File: src/rtl/arb_pkg.sv
// ============================================================================
// Module  : arb_pkg
// Purpose : Shared types and default widths for the unified-memory arbiter.
//           state_t - arbiter FSM states
//           owner_t - which requester owns the in-flight transaction
// Rev     : 1.0  initial release
// ============================================================================
`default_nettype none

package arb_pkg;

  localparam int ADDR_W_DEF     = 32;
  localparam int DATA_W_DEF     = 32;
  localparam int MAX_STREAK_DEF = 4;

  typedef enum logic [1:0] {
    IDLE = 2'd0,
    REQ  = 2'd1,
    RESP = 2'd2
  } state_t;

  typedef enum logic {
    OWN_I = 1'b0,
    OWN_D = 1'b1
  } owner_t;

endpackage : arb_pkg

`default_nettype wire

File: src/rtl/mem_arbiter.sv
// ============================================================================
// Module  : mem_arbiter
// Purpose : Shares one single-ported memory between instruction fetch (i)
//           and load/store (d). One transaction at a time: IDLE accepts a
//           request, REQ holds it on the memory bus until m_gnt, RESP waits
//           for m_rvalid and routes it to the owner. Data wins contention,
//           except that after MAX_STREAK back-to-back data grants with a
//           fetch pending the fetch is served. i_flush drops the response of
//           an in-flight fetch.
// Ports   :
//   clk, rst                     clock, asynchronous active-low reset
//   i_req/i_addr/i_flush         fetch request, address, response discard
//   i_ready/i_rvalid/i_rdata     fetch accept pulse, response pulse, data
//   d_req/d_we/d_addr/d_wdata    data request payload
//   d_ready/d_rvalid/d_rdata     data accept pulse, response pulse, data
//   m_req/m_we/m_addr/m_wdata    memory request
//   m_gnt/m_rvalid/m_rdata       memory grant and response
//   busy                         transaction in flight (state != IDLE)
// Rev     : 1.0  initial release
// ============================================================================
`default_nettype none

module mem_arbiter
  import arb_pkg::*;
#(
  parameter int ADDR_W     = ADDR_W_DEF,
  parameter int DATA_W     = DATA_W_DEF,
  parameter int MAX_STREAK = MAX_STREAK_DEF
) (
  input  logic              clk,
  input  logic              rst,
  // fetch port
  input  logic              i_req,
  input  logic [ADDR_W-1:0] i_addr,
  input  logic              i_flush,
  output logic              i_ready,
  output logic              i_rvalid,
  output logic [DATA_W-1:0] i_rdata,
  // load/store port
  input  logic              d_req,
  input  logic              d_we,
  input  logic [ADDR_W-1:0] d_addr,
  input  logic [DATA_W-1:0] d_wdata,
  output logic              d_ready,
  output logic              d_rvalid,
  output logic [DATA_W-1:0] d_rdata,
  // memory port
  output logic              m_req,
  output logic              m_we,
  output logic [ADDR_W-1:0] m_addr,
  output logic [DATA_W-1:0] m_wdata,
  input  logic              m_gnt,
  input  logic              m_rvalid,
  input  logic [DATA_W-1:0] m_rdata,
  // status
  output logic              busy
);

  // Wide enough to hold the value MAX_STREAK itself.
  localparam int SW = (MAX_STREAK < 1) ? 1 : $clog2(MAX_STREAK + 1);
  localparam logic [SW-1:0] STREAK_MAX = SW'(MAX_STREAK);

  state_t            state_q,  state_d;
  owner_t            owner_q,  owner_d;
  logic [SW-1:0]     streak_q, streak_d;
  logic              drop_q,   drop_d;
  logic [ADDR_W-1:0] addr_q,   addr_d;
  logic              we_q,     we_d;
  logic [DATA_W-1:0] wdata_q,  wdata_d;

  logic win_d;
  logic win_i;
  logic flush_hit;

  // Data wins unless a fetch is waiting and data has used up its streak.
  assign win_d = d_req & (~i_req | (streak_q != STREAK_MAX));
  assign win_i = i_req & ~win_d;

  // A flush only matters while a fetch owns the bus.
  assign flush_hit = i_flush & (owner_q == OWN_I) & (state_q != IDLE);

  // --------------------------------------------------------------------------
  // State register
  // --------------------------------------------------------------------------
  always_ff @(posedge clk or negedge rst) begin
    if (!rst) begin
      state_q  <= IDLE;
      owner_q  <= OWN_I;
      streak_q <= '0;
      drop_q   <= 1'b0;
      addr_q   <= '0;
      we_q     <= 1'b0;
      wdata_q  <= '0;
    end else begin
      state_q  <= state_d;
      owner_q  <= owner_d;
      streak_q <= streak_d;
      drop_q   <= drop_d;
      addr_q   <= addr_d;
      we_q     <= we_d;
      wdata_q  <= wdata_d;
    end
  end

  // --------------------------------------------------------------------------
  // Next-state logic
  // --------------------------------------------------------------------------
  always_comb begin
    state_d  = state_q;
    owner_d  = owner_q;
    streak_d = streak_q;
    drop_d   = drop_q;
    addr_d   = addr_q;
    we_d     = we_q;
    wdata_d  = wdata_q;

    case (state_q)
      IDLE: begin
        if (win_d) begin
          state_d = REQ;
          owner_d = OWN_D;
          addr_d  = d_addr;
          we_d    = d_we;
          wdata_d = d_wdata;
          // Streak only grows while a fetch is actually being held off.
          if (i_req) begin
            streak_d = (streak_q == STREAK_MAX) ? streak_q : streak_q + SW'(1);
          end else begin
            streak_d = '0;
          end
        end else if (win_i) begin
          state_d  = REQ;
          owner_d  = OWN_I;
          addr_d   = i_addr;
          we_d     = 1'b0;
          wdata_d  = '0;
          streak_d = '0;
        end
      end

      REQ: begin
        if (flush_hit) drop_d = 1'b1;
        if (m_gnt)     state_d = RESP;
      end

      RESP: begin
        if (flush_hit) drop_d = 1'b1;
        if (m_rvalid) begin
          state_d = IDLE;
          drop_d  = 1'b0;
        end
      end

      default: begin
        state_d = IDLE;
        drop_d  = 1'b0;
      end
    endcase
  end

  // --------------------------------------------------------------------------
  // Output logic
  // --------------------------------------------------------------------------
  always_comb begin
    i_ready  = 1'b0;
    d_ready  = 1'b0;
    i_rvalid = 1'b0;
    d_rvalid = 1'b0;
    i_rdata  = '0;
    d_rdata  = '0;
    m_req    = 1'b0;
    m_we     = 1'b0;
    m_addr   = addr_q;
    m_wdata  = wdata_q;
    busy     = (state_q != IDLE);

    case (state_q)
      IDLE: begin
        i_ready = win_i;
        d_ready = win_d;
      end
      REQ: begin
        m_req = 1'b1;
        m_we  = we_q;
      end
      RESP: begin
        if (owner_q == OWN_D) begin
          d_rvalid = m_rvalid;
        end else begin
          // The same-cycle flush also suppresses, not only the latched one.
          i_rvalid = m_rvalid & ~drop_q & ~i_flush;
        end
      end
      default: ;
    endcase

    // Read data is a passthrough, held at zero when not qualified.
    if (i_rvalid) i_rdata = m_rdata;
    if (d_rvalid) d_rdata = m_rdata;
  end

endmodule : mem_arbiter

`default_nettype wire

File: config.mk
export PLATFORM = sky130hd
export DESIGN_NAME = mem_arbiter
export DESIGN_NICKNAME = d
export VERILOG_FILES = /design/src/rtl/arb_pkg.sv /design/src/rtl/mem_arbiter.sv
export SDC_FILE = /design/constraint.sdc
export NUM_CORES = 1
export LEC_CHECK = 0
export ABC_AREA = 1
export ABC_CLOCK_PERIOD_IN_PS = 1680
export CAP_MARGIN = 20
export CORE_MARGIN = 2
export CORE_UTILIZATION = 36
export DETAILED_ROUTE_END_ITERATION = 12
export GPL_TIMING_DRIVEN = 0
export PLACE_DENSITY = 0.78
export SKIP_LAST_GASP = 1
export SLEW_MARGIN = 20
export SYNTH_ARGS = -nofsm -noshare
export SYNTH_HDL_FRONTEND = slang
export SYNTH_SLANG_ARGS = --single-unit
File: constraint.sdc
create_clock -name clk -period 1.68 [get_ports clk]
set_clock_uncertainty 0.05 [all_clocks]
set_input_delay 0.336 -clock clk [delete_from_list [all_inputs] [get_ports clk]]
set_output_delay 0.336 -clock clk [all_outputs]
set_load 0.01 [all_outputs]
# After elaboration in Yosys (flattened, before gate mapping)
# Cells that the tools add are included.
[word_totals]
elab_cells = 63
output_inout_bits = 135
register_bits = 72
input_bits = 136
[classes]
n_addsub = 1
bitwise = 12
n_reduce_logical = 6
eq_ne = 8
n_mux = 29
[ops]
columns = ["operator", "n"]
rows = [
  ["$mux 32", 6],
  ["$mux 1", 13],
  ["$mux 3", 4],
  ["$ne 3x3->1 const B", 3],
  ["$mux 2", 4],
  ["$and 1x1->1", 6],
  ["$pmux 2 s3", 1],
  ["$reduce_and 3->1", 2],
  ["$not 1->1", 5],
  ["$ne 2x2->1 const B", 2],
  ["$reduce_bool 2->1", 2],
  ["$add 3x1->3 const B", 1],
  ["$eq 3x3->1 const B", 1],
  ["$pmux 1 s3", 1],
  ["$eq 2x1->1 const B", 1],
  ["$eq 2x2->1 const B", 1],
  ["$logic_not 2->1", 1],
  ["$reduce_and 2->1", 1],
  ["$or 1x1->1", 1],
]

# Longest topological paths before layout
[depth]
ltp_word = 8
ltp_mapped = 8

# Worst setup path after synthesis
# Ideal clock, no wire load.
[synth_path]
path_kind = "reg2out"
from = "register streak_q[0]"
to = "output i_ready"
setup_slack_ns = 0.058
required_ns = 1.294
path_buffers = 1
arrival_time_ns = 1.236
path_stages_with_launch = 8
cell_sequence = "dfrtp_1 > inv_1 > ha_1 > nand3_2 > nand2_4 > inv_2 > buf_2 > nor3_2"
[synth_between]
elab_chain_len = 6
[synth_rtl]
columns = ["element", "line", "source"]
rows = [
  ["start: declaration", "mem_arbiter.sv:65", "logic [SW-1:0] streak_q, streak_d;"],
  ["start signal: assignment", "mem_arbiter.sv:97", "streak_q <= streak_d;"],
  ["$ne 3x3->1", "mem_arbiter.sv:76", "assign win_d = d_req & (~i_req | (streak_q != STREAK_MAX));"],
  ["$or 1x1->1", "mem_arbiter.sv:76", ""],
  ["$and 1x1->1", "mem_arbiter.sv:76", ""],
  ["$not 1->1", "mem_arbiter.sv:77", "assign win_i = i_req & ~win_d;"],
  ["$and 1x1->1", "mem_arbiter.sv:77", ""],
  ["$mux 1", "mem_arbiter.sv:177", "case (state_q)"],
  ["end: declaration", "mem_arbiter.sv:36", "output logic i_ready,"],
]
# No other way between the ends.

# Worst setup path after layout
[layout_path]
from = "register owner_q"
to = "output i_rdata[23]"
[layout_between]
elab_chain_len = 3
[layout_rtl]
columns = ["element", "line", "source"]
rows = [
  ["start: declaration", "mem_arbiter.sv:64", "owner_t owner_q, owner_d;"],
  ["start signal: assignment", "mem_arbiter.sv:96", "owner_q <= owner_d;"],
  ["$mux 1", "mem_arbiter.sv:187", "if (owner_q == OWN_D) begin"],
  ["$mux 1", "mem_arbiter.sv:177", ""],
  ["$mux 32", "mem_arbiter.sv:198", "if (i_rvalid) i_rdata = m_rdata;"],
  ["end: declaration", "mem_arbiter.sv:38", "output logic [DATA_W-1:0] i_rdata,"],
]
# No other way between the ends.

==> flow_summary.json <==
{
  "status": "finished, violations left",
  "violations": "negative setup slack",
  "r2r_cells": 9,
  "dp_hpwl_um": 11400,
  "period_minus_slack_ps": 2070,
  "holdPathEnd": "streak_q[2]$_DFFE_PN0P_",
  "syn_inst": 590,
  "pwr-share-seq": 0.299,
  "path_buf_inv": 3,
  "fmax_mhz": 483,
  "critPathMaxFanout": 6,
  "reg2reg_slack_ps": 80,
  "syn_area_per_cell_um2": 6.83,
  "critical_path_class": "register to primary output",
  "rsz0062_at_grt": "yes",
  "die_area_um2": 12100,
  "ioPinCount": 271,
  "portBuffers": 269,
  "min_from": "d_req",
  "clock_latency_ps": 350,
  "synth-seq-area-share": 0.447,
  "hold_ws_ps": 348,
  "antenna_left": 0,
  "worst_ep_required_time_ps": 1290,
  "drt-total-wl_um": 15500,
  "syn_to_final_growth_pct": 94.5,
  "rows": 38,
  "p_switching_mw": 3.96,
  "post-route-util": 0.720,
  "overflow": 0,
  "worstHoldPathCells": 5,
  "ys_seq_elements": 72,
  "synth_area_leaders": "dfrtp_1 (45%), nand2_1 (19%), nand3_1 (11%)",
  "power_density_nw_per_um2": 1330,
  "cts_num_sinks": 72,
  "regArea_um2": 1800,
  "tightest_slew_ps": 551,
  "cp-end-kind": "primary output",
  "cts_tree": "done",
  "final_common_cell": "nand2_1",
  "vdd_ir_drop_max_v": 0.000778,
  "die_x_um": 110,
  "hold_viol": 0,
  "grt.total_usage": 0.242,
  "firstDrtPassIters": 4,
  "ys_types": 23,
  "crit_family": "buffers and inverters",
  "numCtsBuffers": 9,
  "cts_max_path_buffers": 2,
  "p_leak_nw": 4.57,
  "final_cell_mix": "nand2_1 (200), clkdlybuf4s50_1 (152), inv_1 (106)",
  "fin_nets": 1046,
  "dr.first_iter.drc_count": 253,
  "fin_ws_ps": -392,
  "avgViaCountPerCell": 4.60,
  "worstPathArrival_ps": 1690,
  "clk_pin_slew_ps": 80,
  "slowest_delay_ps": 450,
  "drv_cap": 0,
  "core_area_um2": 10900,
  "cts-root-buf": "clkbuf_8",
  "syn_nets": 732,
  "grt_pass1_wl_um": 22300,
  "fin_crit_sh": 1.23,
  "synth_area_leader_cell": "dfrtp_1",
  "slew_violations": 0,
  "preCtsSetupSlack_ps": -1030,
  "hp-class": "input pin to register",
  "crit_chain": "nor3_4 -> nand3_4 -> buf_4 -> buf_8 -> nor2_1 -> buf_2",
  "mappedNetlistArea_um2": 4030,
  "max-slew-margin-rel": 0.633,
  "dieHeight_um": 110,
  "drive_gt1_frac": 0.224,
  "start_kind": "register",
  "drc": 0,
  "via_count": 4829,
  "swShare": 0.378,
  "p_int_mw": 6.50,
  "pwr-share-comb": 0.543,
  "synth_top_area_frac": 0.447,
  "n_antenna_cell": 0,
  "startpoint": "owner_q$_DFFE_PN0P_",
  "multi_input_area_um2": 1870,
  "place.gp.congestion": 0.892,
  "htreeDepth": 3,
  "worstReg2RegStart": "state_q[0]$_DFFE_PN0P_",
  "grt_start_max_net_pins": 42,
  "wl_per_cell_um": 14.8,
  "critPathSlowestCell": "dfrtp_2",
  "clkPwrFrac": 0.158,
  "reg2reg_to": "we_q$_DFFE_PN0P_",
  "grt_pass1_vias": 4616,
  "start_util": 0.370,
  "cp.depth": 6,
  "nFillCells": 825,
  "antenna_found_initial": 0,
  "setup_viol": 69,
  "ys_warn_count": 0
}
[cell usage after synthesis]
library cell  instances
o21ai_0               1
nand3_1              89
inv_4                 1
nand2_2               1
o22ai_1               1
nand3b_1              1
buf_1                 2
nand3_2               1
inv_2                 4
nand2_1             200
buf_4                10
buf_6                 3
dfrtp_1              72
nand2_4               2
inv_1               111
nor3_2                1
nor2_1               65
nor3_1                1
nand4_1               1
clkbuf_1             10
ha_1                  6
nor2_4                1
buf_2                 6
[sequential cells by signal (all words and copies together) (netlist names)]
register and flops:
drop_q 1, m_addr 32, m_wdata 32, owner_q 1, state_q 2, streak_q 3, we_q 1
[metal layers]
metal	up-vias	GRT usage	share of wire
met2	219	0.463	0.54
li1	2364	-	-
met3	22	0.0806	0.095
met5	-	0	0
met1	2224	0.243	0.34
met4	0	0.0832	0.018
[logic make-up (layout without fill, tap and decap cells)]
logic type / count (synthesis) / after routing / share of synthesized area
simple gates: 363 / 363 / 0.377
flops: 72 / 72 / 0.447
fa+ha+maj: 6 / 6 / 0.0186
buf+inv: 147 / 466 / 0.154
compound gates: 2 / 2 / 0.00279
[layout make-up]
class / count / area share
timing repair buffer: 306 / 0.388
multi-input combinational: 371 / 0.239
sequential: 72 / 0.230
inverter: 116 / 0.0572
buffer: 28 / 0.0331
tap: 140 / 0.0224
clock buffer: 11 / 0.0168
clock inverter: 5 / 0.0133
[through the flow]
stage	TNS, ps	instance area, µm²	cells	power [mW]
3_5_place_dp	-62720	6910	1000	8.22
6_report	-22070	7840	1049	10.5
2_1_floorplan	0	4030	590	5.38
4_1_cts	-22930	7480	1043	10.3
5_1_grt	-27710	7840	1049	11.2
3_3_place_gp	-222750	6900	999	8.11
[worst max path at each step]
stage	to	slack, ps
global route	i_rdata[10]	-470
detailed placement	i_ready	-1030
global placement	m_addr[27]$_DFFE_PN0P_	-2250
finish	i_rdata[23]	-390
CTS	i_rdata[13]	-400
floorplan	i_ready	60
[worst reg2reg max path: stages (launching register included)]
cell and delay (ps):
dfrtp_1 400, inv_2 90, buf_4 120, ha_4 160, buf_4 170, nand2_8 80, inv_4 120, buf_4 200
nand3_1 100, nand2_1 60
[what timing repair did]
action	4_1_cts	5_1_grt
setup endpoints to repair	80	152
cloned	4	0
setup buffers	23	11
endpoints found under the hold margin	40	0
hold buffers	1	0
resized for setup	340	123
pin swaps	5	10
[power groups by stage]
stage               logic [mW]  registers [mW]  clock network (mW)
floorplan                 1.94            3.44                   0
global placement          5.00            3.10                   0
detailed placement        5.10            3.13                   0
CTS                       5.51            3.13                1.68
global route              6.17            3.22                1.77
finish                    5.68            3.12                1.65
No activity file was read; power rests on OpenSTA's default activity.
==> variant 1, RTL diff (same settings) <==
Change the package constant `MAX_STREAK_DEF` from 4 to 8.
--- a/src/rtl/arb_pkg.sv
+++ b/src/rtl/arb_pkg.sv
@@ -11,7 +11,7 @@
 
   localparam int ADDR_W_DEF     = 32;
   localparam int DATA_W_DEF     = 32;
-  localparam int MAX_STREAK_DEF = 4;
+  localparam int MAX_STREAK_DEF = 8;
 
   typedef enum logic [1:0] {
     IDLE = 2'd0,
Function: same outputs for any inputs over 4 cycles, from zero or initial values and one cycle with rst low; that may be too few to reach the edited logic, so the function may still have changed.
==> variant 1 against the original RTL <==
The run still ends with setup timing left; global-route usage fell by 0.27 points; wire length rose by 0.59%; combinational power fell by 10%; worst hold slack improved by 0.082 ns; sequential cell count rose by 1; critical path depth rose by 2; area after synthesis rose by 0.53%; design area fell by 2.6%; clock power fell by 27%; total power fell by 11%; worst setup slack improved by 0.0041 ns; largest cell class unchanged; highest routed layer unchanged.
==> variant 1: results <==
export IMPL_status="complete, but fails checks"
export IMPL_violations="setup timing"
export IMPL_grt_pass1_wl_um=22400
export IMPL_dpl_cell_area_um2=6950
export IMPL_nFillCells=857
export IMPL_peakVddDrop_uv=675
export IMPL_regToRegStartpoint="streak_q[1]"
export IMPL_first_iter_violations=212
export IMPL_syn_area_per_cell_um2=6.92
export IMPL_switching_share_pct=38.4
export IMPL_final_setup_tns_ns=-22.19
export IMPL_synth_nets=727
export IMPL_post_dp_hpwl_um=11400
export IMPL_grt_use_met3_pct=5.70
export IMPL_rrSetupSlack_ns=-0.01
export IMPL_synthDistinctLibCells=25
export IMPL_seq_area_frac_synth_pct=45.1
export IMPL_leakage_uw=0.00419
export IMPL_grt_use_met2_pct=45.6
export IMPL_final_setup_viol_count=76
export IMPL_crit_start="state_q[0]"
export IMPL_max_slew_worst_pin_slew_ns=0.487
export IMPL_setup_ws_ns=-0.388
export IMPL_hold_start="m_wdata[11]"
export IMPL_ys_top_cells_by_area="dfrtp_1, nand2_1, inv_1, nand3_1, nor2_1"
export IMPL_grtUsageMet1_pct=24.8
export IMPL_gp_congestion=0.858
export IMPL_worstPathMaxFanout=8
export IMPL_place_inst=995
variant 1: power by group through the flow:
stage / clock network, uW / registers, uW / logic, uW
finish: 1200 / 3030 / 5090
global route: 1320 / 3110 / 5560
CTS: 1230 / 3020 / 4990
detailed placement: 0 / 3040 / 4800
global placement: 0 / 3020 / 4650
floorplan: 0 / 3330 / 1830
variant 1: worst min path at each step:
stage / to / slack, ns / cells after the start
2_1_floorplan: drop_q / -0.01 / 0
3_3_place_gp: m_wdata[11] / 0.41 / 2
3_5_place_dp: m_addr[10] / 0.26 / 1
4_1_cts: m_addr[0] / 0.41 / 4
5_1_grt: m_addr[0] / 0.45 / 4
6_report: m_wdata[11] / 0.43 / 2
variant 1: cell type report:
type | count | area share, %
Multi-Input combinational cell | 366 | 24.9
Inverter | 115 | 5.72
Clock buffer | 14 | 2.13
Timing Repair Buffer | 299 | 37.6
Sequential cell | 73 | 23.9
Buffer | 29 | 3.40
Tap cell | 140 | 2.30
variant 1: critical path, cell delays in order (launching register included):
cell and delay [ns]:
dfrtp_1 0.40, inv_2 0.09, ha_4 0.16, inv_2 0.04, nor3_4 0.16, inv_4 0.11
buf_6 0.16, nor2_1 0.08, buf_2 0.14
variant 1: routing by layer:
metal / wire length, um / up-vias
li1: - / 2347
met1: 5570 / 2236
met2: 8430 / 194
met3: 1310 / 23
met4: 327 / 0
met5: 0 / -
variant 1: kinds of logic after synthesis:
family | after synthesis | synth area share (%)
flip-flops | 73 | 45.1
AO/OA/AOI/OAI | 30 | 3.99
buffers and inverters | 146 | 15.1
XOR/XNOR | 1 | 0.216
adder cells (fa/ha/maj) | 6 | 1.85
AND/OR/NAND/NOR | 329 | 33.7
variant 1: stage by stage:
step                      utilization [%]  hold slack (ns)  total power, uW
after global placement               63.6            0.413             7680
after global routing                 70.1            0.448            10000
final                                70.1            0.430             9320
after floorplan                         -         -0.00959             5160
after CTS                            66.3            0.410             9250
after detailed placement             63.8            0.264             7830
variant 1: repair_timing:
item,in CTS,in global routing
endpoints found under the hold margin,32,0
pin swaps,5,6
endpoints found under the setup margin,115,158
buffers inserted,12,11
cloned,6,1
resized for setup,353,100
hold buffers,1,0
==> variant 2, RTL diff (same flow settings) <==
Made on the original files. Encoding of `state_t`: now one-hot (3 bits for 3 states).
--- a/src/rtl/arb_pkg.sv
+++ b/src/rtl/arb_pkg.sv
@@ -13,10 +13,10 @@
   localparam int DATA_W_DEF     = 32;
   localparam int MAX_STREAK_DEF = 4;
 
-  typedef enum logic [1:0] {
-    IDLE = 2'd0,
-    REQ  = 2'd1,
-    RESP = 2'd2
+  typedef enum logic [2:0] {
+    IDLE = 3'b001,
+    REQ  = 3'b010,
+    RESP = 3'b100
   } state_t;
 
   typedef enum logic {
Check against the original RTL: same outputs for any inputs over 4 cycles, from zero or initial values and one cycle with rst low; so few cycles prove little.
==> variant 2 against the original RTL <==
The run still ends with setup timing left; wire length fell by 1.8%; global-route usage grew 1.3 points; non-clock buffer count decreased by 1; synthesized cell count fell by 7.1%; design area is 4.2% lower; area after synthesis fell by 2.6%; combinational power fell by 7.6%; worst setup slack worse by 0.037 ns; total power fell by 8.6%; sequential cell count is 1 higher.
==> variant 2: results <==
export IMPL_status="complete, but fails checks"
export IMPL_violations="setup timing"
export IMPL_switching_power_uw=3700
export IMPL_n_all_buffers=333
export IMPL_peakVddDrop_uv=690
export IMPL_sh_seq_area_pct=24.4
export IMPL_nFillCells=861
export IMPL_synth_xor_area_share_pct=0.223
export IMPL_hold_depth=4
export IMPL_seq_area_frac_synth_pct=46.6
export IMPL_wl_met3_um=1280
export IMPL_slowest_stage="dfrtp_1"
export IMPL_critPathCapture="i_rdata[5]"
export IMPL_gp_congestion=0.832
export IMPL_cp_slowest_stage_delay_ns=0.39
export IMPL_arrival_ns=1.72
export IMPL_synth_compound_area_share_pct=0.829
export IMPL_grt_max_degree=40
export IMPL_rrSetupSlack_ns=0.06
export IMPL_worstPathMaxFanout=8
export IMPL_setup_ws_ns=-0.429
export IMPL_crit_start="state_q[1]"
export IMPL_regToRegStartpoint="state_q[0]"
export IMPL_layout_nets=998
export IMPL_ys_top_cells_by_count="nand2_1, inv_1, dfrtp_1, nor2_1, nand3_1"
export IMPL_inv_count=77
export IMPL_path_delay_family="simple AND/OR/NAND/NOR gates"
export IMPL_drive_gt1_share_pct=21.3
export IMPL_vias_per_cell=4.72
export IMPL_clkCellAreaFrac_pct=2.35
export IMPL_hold_ws_ns=0.395
export IMPL_grt_pass1_vias=4701
export IMPL_r2r_end="m_addr[11]"
export IMPL_detail_route_wirelength_met1_um=5270
export IMPL_reg2regPathDepth=7
export IMPL_flops_and_latches=73
export IMPL_dr_wl_met2_um=8140
export IMPL_total_power_uw=9560
export IMPL_multi_input_cells=366
export IMPL_leakage_uw=0.00437
export IMPL_synthDistinctLibCells=21
export IMPL_max_slew_margin_pct=69.2
export IMPL_worstHoldEndpoint="m_addr[2]"
export IMPL_final_setup_viol_count=70
export IMPL_cts_setup_buffers=20
[variant 2: cell count changes after synthesis, moves of 10 or more]
cell | before | now
nor2_1 | 65 | 42
buf_4 | 10 | 0
nor3_1 | 1 | 32
inv_1 | 111 | 76
nand3b_1 | 1 | 33
nand3_1 | 89 | 36
[variant 2: through the flow]
stage / instances / utilization [%] / instance area [um2] / TNS (ns) / setup slack (ns)
after floorplan: 548 / - / 3930 / 0 / 0.0562
after global placement: 957 / 63.2 / 6790 / -236.01 / -2.28
after detailed placement: 958 / 63.4 / 6810 / -72.77 / -1.08
after CTS: 996 / 67.4 / 7250 / -20.90 / -0.379
after global routing: 1004 / 69.8 / 7500 / -30.41 / -0.544
final: 1004 / 69.8 / 7500 / -22.38 / -0.429
[variant 2: metal layers]
metal,vias up,global-route usage [%]
met5,-,0
met4,0,11.8
met3,40,7.41
met2,206,47.8
met1,2210,26.0
li1,2281,-
